`src/rtl/traffic_pkg.sv`:
```
`default_nettype none
// ============================================================================
//  Module      : traffic_pkg
//  Description : Shared definitions for the intersection controller blocks
//                (padestrain_system, traffic_control, counter): the phase
//                encoding, default tick constants and small phase helpers.
//  Ports       : none (package)
//  Revision    : 1.0  initial release
// ============================================================================
package traffic_pkg;

    // Phase encoding is observable on the pedestrian block's phase port.
    typedef enum logic [1:0] {
        MAIN_WALK   = 2'd0,
        MAIN_CLEAR  = 2'd1,
        LOCAL_WALK  = 2'd2,
        LOCAL_CLEAR = 2'd3
    } phase_e;

    localparam int C_WALK_TICKS  = 8;
    localparam int C_FLASH_TICKS = 3;
    localparam int C_CLEAR_TICKS = 2;
    localparam int C_CNT_W       = 4;

    // Cycle order: LOCAL_CLEAR -> MAIN_WALK -> MAIN_CLEAR -> LOCAL_WALK -> ...
    function automatic phase_e next_phase(input phase_e p);
        case (p)
            MAIN_WALK:  return MAIN_CLEAR;
            MAIN_CLEAR: return LOCAL_WALK;
            LOCAL_WALK: return LOCAL_CLEAR;
            default:    return MAIN_WALK;
        endcase
    endfunction

    function automatic logic is_walk(input phase_e p);
        return (p == MAIN_WALK) || (p == LOCAL_WALK);
    endfunction

endpackage
`default_nettype wire

```
`src/rtl/ped_phase_timer.sv`:
```
`default_nettype none
// ============================================================================
//  Module      : ped_phase_timer
//  Description : Phase and tick-count registers for the pedestrian sequencer.
//                Each enable tick either increments the count or, on the
//                terminal tick of the current phase, advances the phase and
//                clears the count.
//  Ports       : clk       - clock
//                rst_a     - synchronous active-high reset (-> LOCAL_CLEAR, 0)
//                enable_i  - tick strobe
//                phase_o   - current phase (traffic_pkg::phase_e encoding)
//                cnt_o     - tick count within the current phase
//  Revision    : 1.0  initial release
// ============================================================================
module ped_phase_timer
    import traffic_pkg::*;
#(
    parameter int WALK_TICKS  = C_WALK_TICKS,
    parameter int CLEAR_TICKS = C_CLEAR_TICKS,
    parameter int CNT_W       = C_CNT_W
) (
    input  logic             clk,
    input  logic             rst_a,
    input  logic             enable_i,
    output logic [1:0]       phase_o,
    output logic [CNT_W-1:0] cnt_o
);

    localparam logic [CNT_W-1:0] C_WALK_LAST  = CNT_W'(WALK_TICKS - 1);
    localparam logic [CNT_W-1:0] C_CLEAR_LAST = CNT_W'(CLEAR_TICKS - 1);

    phase_e           phase_q;
    logic [CNT_W-1:0] cnt_q;
    logic [CNT_W-1:0] last_w;
    logic             terminal_w;

    // '>=' rather than '==' so any count beyond the phase length (not
    // reachable in normal operation) advances on the next tick.
    always_comb begin
        last_w     = is_walk(phase_q) ? C_WALK_LAST : C_CLEAR_LAST;
        terminal_w = (cnt_q >= last_w);
    end

    always_ff @(posedge clk) begin
        if (rst_a) begin
            phase_q <= LOCAL_CLEAR;
            cnt_q   <= '0;
        end else if (enable_i) begin
            if (terminal_w) begin
                phase_q <= next_phase(phase_q);
                cnt_q   <= '0;
            end else begin
                cnt_q   <= cnt_q + CNT_W'(1);
            end
        end
    end

    assign phase_o = phase_q;
    assign cnt_o   = cnt_q;

endmodule
`default_nettype wire

```
`src/rtl/padestrain_system.sv`:
```
`default_nettype none
// ============================================================================
//  Module      : padestrain_system
//  Description : Pedestrian-signal sequencer for a four-way intersection.
//                Steps through walk/clear phases on enable_P ticks and drives
//                one WALK bit per crosswalk, flashing during the tail of each
//                walk phase.
//  Ports       : clk                   - clock
//                rst_a                 - synchronous active-high reset
//                enable_P              - phase-timing strobe
//                Main_North_Padestrain - WALK, north crosswalk
//                Main_South_Padestrain - WALK, south crosswalk
//                Local_East_Padestrain - WALK, east crosswalk
//                Local_West_Padestrain - WALK, west crosswalk
//                phase                 - current phase (0..3)
//  Revision    : 1.0  initial release
// ============================================================================
module padestrain_system
    import traffic_pkg::*;
#(
    parameter int WALK_TICKS  = C_WALK_TICKS,
    parameter int FLASH_TICKS = C_FLASH_TICKS,
    parameter int CLEAR_TICKS = C_CLEAR_TICKS,
    parameter int CNT_W       = C_CNT_W
) (
    input  logic       clk,
    input  logic       rst_a,
    input  logic       enable_P,
    output logic       Main_North_Padestrain,
    output logic       Main_South_Padestrain,
    output logic       Local_East_Padestrain,
    output logic       Local_West_Padestrain,
    output logic [1:0] phase
);

    localparam int C_MAX_TICKS = (WALK_TICKS > CLEAR_TICKS) ? WALK_TICKS : CLEAR_TICKS;

    if (FLASH_TICKS < 0 || FLASH_TICKS >= WALK_TICKS) begin : g_bad_flash
        $error("padestrain_system: FLASH_TICKS must be in [0, WALK_TICKS)");
    end
    if (CLEAR_TICKS < 1) begin : g_bad_clear
        $error("padestrain_system: CLEAR_TICKS must be >= 1");
    end
    if (CNT_W < 1 || CNT_W > 30 || (C_MAX_TICKS - 1) >= (1 << CNT_W)) begin : g_bad_cnt_w
        $error("padestrain_system: CNT_W too small for the longest phase");
    end

    // One extra bit so WALK_TICKS == 2**CNT_W with no flash still compares right.
    localparam logic [CNT_W:0] C_STEADY = (CNT_W + 1)'(WALK_TICKS - FLASH_TICKS);

    logic [1:0]       phase_w;
    logic [CNT_W-1:0] cnt_w;
    logic             walk_w;
    logic             ns_w;
    logic             ew_w;

    ped_phase_timer #(
        .WALK_TICKS  (WALK_TICKS),
        .CLEAR_TICKS (CLEAR_TICKS),
        .CNT_W       (CNT_W)
    ) u_timer (
        .clk      (clk),
        .rst_a    (rst_a),
        .enable_i (enable_P),
        .phase_o  (phase_w),
        .cnt_o    (cnt_w)
    );

    // Flash window: k = cnt - STEADY, lit on odd k, so the first flash tick is
    // dark. Parity of k is just the XOR of the two LSBs.
    always_comb begin
        walk_w = ({1'b0, cnt_w} < C_STEADY) ? 1'b1 : (cnt_w[0] ^ C_STEADY[0]);
        ns_w   = (phase_w == MAIN_WALK)  && walk_w;
        ew_w   = (phase_w == LOCAL_WALK) && walk_w;
    end

    assign Main_North_Padestrain = ns_w;
    assign Main_South_Padestrain = ns_w;
    assign Local_East_Padestrain = ew_w;
    assign Local_West_Padestrain = ew_w;
    assign phase                 = phase_w;

endmodule
`default_nettype wire

```
`config.mk`:
```
export PLATFORM = sky130hd
export DESIGN_NAME = padestrain_system
export DESIGN_NICKNAME = d
export VERILOG_FILES = /design/src/rtl/traffic_pkg.sv /design/src/rtl/ped_phase_timer.sv /design/src/rtl/padestrain_system.sv
export SDC_FILE = /design/constraint.sdc
export NUM_CORES = 1
export LEC_CHECK = 0
export CORE_AREA = 2 2 39 41
export CTS_BUF_LIST = sky130_fd_sc_hd__clkbuf_8
export DETAILED_ROUTE_END_ITERATION = 10
export DIE_AREA = 0 0 41 43
export PLACE_DENSITY_LB_ADDON = 0.15
export SLEW_MARGIN = 5
export SYNTH_ARGS = -nofsm -noshare
export SYNTH_HDL_FRONTEND = slang
export SYNTH_SLANG_ARGS = --single-unit
```
`constraint.sdc`:
```
create_clock -name clk -period 1.85 [get_ports clk]
set_clock_uncertainty 0.05 [all_clocks]
set_input_delay 0.37 -clock clk [delete_from_list [all_inputs] [get_ports clk]]
set_output_delay 0.37 -clock clk [all_outputs]
set_load 0.05 [all_outputs]
```
==> summary.md <==
| Metric | Value |
|---|---|
| Status | finished clean |
| Critical Path End Type | output pin |
| Period utilization | 97.5% |
| IO Count | 9 |
| Skew-Pair Late Insertion Delay | 0.22 ns |
| CP delay by family, top | flip-flops |
| Largest net degree at the start of global routing | 9 |
| Synth Cell Area | 422 µm² |
| FMAX | 0.554 GHz |
| DRT Pass-1 Iters | 4 |
| Grt ovf | 0 |
| PwrDens | 862 nW/µm² |
| Combinational share of power | 36.4% |
| Die span in x | 41 µm |
| Cell Count, Final, Fillers Out | 79 |
| DP Area | 528 µm² |
| GR Util All Layers | 12.7% |
| Crit path cell chain | inv_1 -> ha_1 -> nor2b_1 -> o21ai_1 -> and2_2 -> buf_4 |
| Ys Warns | 0 |
| CTS clk-pin slew, worst paths | 0.04 ns |
| Synth top area share | 28.5% |
| Die Area | 1760 µm² |
| Internal | 369 µW |
| P&R area growth vs syn | 51.9% |
| Tmin final | 1.80 ns |
| Hold WS | 0.478 ns |
| Buf+Inv Stages, Crit Path | 2 |
| Worst vdd ir | 0.640 mV |
| CTS Hold Bufs | 0 |
| Crit-path max cell delay | 0.32 ns |
| Slew HR | 76.7% |
| Via/cell ratio | 4.76 |
| Final ANT Viol Nets | 0 |
| Ys flop type | dfxtp_1 |
| Critical path startpoint category | register |
| Max Cap Viol | 0 |
| Die height | 43 µm |
| WS Path Type | register to output pin |
| Drt wl/cell | 11.9 µm |
| DR vias | 376 |
| Worst slew pin tran | 0.348 ns |
| Global placer's final weighted congestion | 0.738 |
| Crit-path slowest cell | dfxtp_1 |
| Net Sw Power | 183 µW |
| H-tree depth | 1 |
| CTS buffer count | 3 |
| Seq/Total Area, Yosys | 28.5% |
| Netlist cell types | 20 |
| WL final | 938 µm |
| TritonCTS clock tree | built |
| CTS sink cnt | 6 |
| Yosys top cell by area | dfxtp_1 |
| HP Class | register to register |
| Avg Cell Area, Syn | 8.78 µm² |
| Final hold vios | 0 |
| Port Buffer Count | 8 |
| Core Area | 1380 µm² |
| Antenna Cells | 0 |
| First-pass GRT wire length | 1.46 mm |
| Deepest clock path buffer count | 2 |
| Clk root buf | clkbuf_8 |
| Unrepaired setup endpoints after global routing | yes |
| Detailed placement HPWL | 663 µm |
| # setup viols final | 0 |
| Syn Inst Count | 48 |
| Max-slew violations | 0 |
| Sw Ratio | 33.2% |
| Data arrival, critical path | 1.38 ns |
| DP Cell Count | 73 |
| Synth async-reset ratio | 0% |
| Clk pwr share | 35.7% |
| Number of synthesized flops with an enable pin | 0 |
| Initial Utilization | 30.5% |
| DRC | 0 |
| Top post-synthesis cells by area | dfxtp_1, ha_1, nand2b_1 |
| Layout cells sized above 1 | 44.4% |
| Critical Path Fanout Max | 2 |
| First DRT Iteration DRCs | 6 |
| Vias in the first global route | 328 |
| Final Instance Area | 641 µm² |
| FF+latch count, synth | 6 |
| Net Count, Synth | 57 |
| CP required | 1.43 ns |
| Sequential power share | 27.8% |
| Core Rows | 14 |
| P_leak | 0.265 nW |
| Utilization after layout | 46.3% |
| Synth cell count leaders | dfxtp_1, ha_1, inv_1, nand2b_1, nor2_1 |
| Antenna violations before repair | 0 |
| Nets | 74 |
==> flip-flops by register name, summed over array words and instances, names as in the netlist <==
name and flops:
u_timer.phase_o 2, u_timer.cnt_o 4
==> stage by stage <==
step | setup TNS (ns) | total power [mW] | worst slack [ns]
final | 0 | 0.552 | 0.0459
after global routing | -0.0135 | 0.593 | -0.00706
after CTS | 0 | 0.537 | 0.00755
after detailed placement | -0.000143 | 0.323 | -0.000143
after global placement | 0 | 0.322 | 0.0129
after floorplan | 0 | 0.275 | 0.0184
==> metal layers <==
layer	part of all wire (%)	global-route usage, %	up-vias
li1	-	-	198
met1	49	17.0	165
met2	44	16.3	13
met3	6.5	7.85	0
met4	0	4.00	0
met5	0	0	-
==> kinds of logic after synthesis <==
kind of cell,after synthesis,share of synthesized area [%]
compound gates,7,13.6
flops,6,28.5
fa+ha+maj,6,17.8
mux,2,4.75
simple gates,20,27.3
buf+inv,7,8.01
==> power groups by stage <==
stage,Clock (mW),Combinational (mW),Sequential (mW)
2_1_floorplan,0,0.0983,0.177
3_3_place_gp,0,0.169,0.153
3_5_place_dp,0,0.170,0.153
4_1_cts,0.210,0.176,0.151
5_1_grt,0.218,0.219,0.155
6_report,0.197,0.201,0.154
==> final timing paths <==
kind / start / endpoint / slack [ns] / cells after the start
setup / recovery: u_timer.cnt_o[0] / Main_South_Padestrain / 0.05 / 6
hold / removal: u_timer.cnt_o[3] / u_timer.cnt_o[3] / 0.48 / 2
setup reg to reg: u_timer.phase_o[0] / u_timer.cnt_o[2] / 0.12 / 8
hold reg to reg: u_timer.cnt_o[3] / u_timer.cnt_o[3] / 0.48 / 2
==> timing repair <==
item,CTS,global route
buffers inserted,0,3
gates resized for setup,2,8
setup endpoints to repair,3,10
pin swaps,2,4
==> tightest hold or removal path: stages, from the launching register on <==
cell and delay, ns:
dfxtp_1 0.34, nand2b_1 0.08, a21oi_1 0.05
==> placed cells by master (no fill, tap or decap) <==
master	synthesis	routed
a21oi_2	0	1
and2_2	0	2
dfxtp_4	0	2
dfxtp_1	6	4
nand4b_1	1	1
ha_1	6	3
ha_4	0	3
buf_4	2	13
nand4_1	2	2
clkdlybuf4s50_1	0	2
a21oi_1	3	2
nand3_1	3	3
clkbuf_8	0	3
nor2b_1	2	2
o21ai_1	0	1
nor2_4	0	1
a211oi_4	1	1
mux2i_1	2	2
inv_1	4	3
a21boi_2	1	1
a31oi_1	1	1
nor3_1	1	1
nor2_1	4	3
and4_1	1	1
inv_2	0	1
nand2b_1	4	4
==> area by class of cell <==
class | count | area (µm²)
Clock buffer | 3 | 41.3
Fill cell | 129 | 743
Inverter | 4 | 15.0
Multi-Input combinational cell | 35 | 319
Sequential cell | 6 | 128
Tap cell | 16 | 20.0
Timing Repair Buffer | 15 | 118
Power figures use the tool's default switching activity.
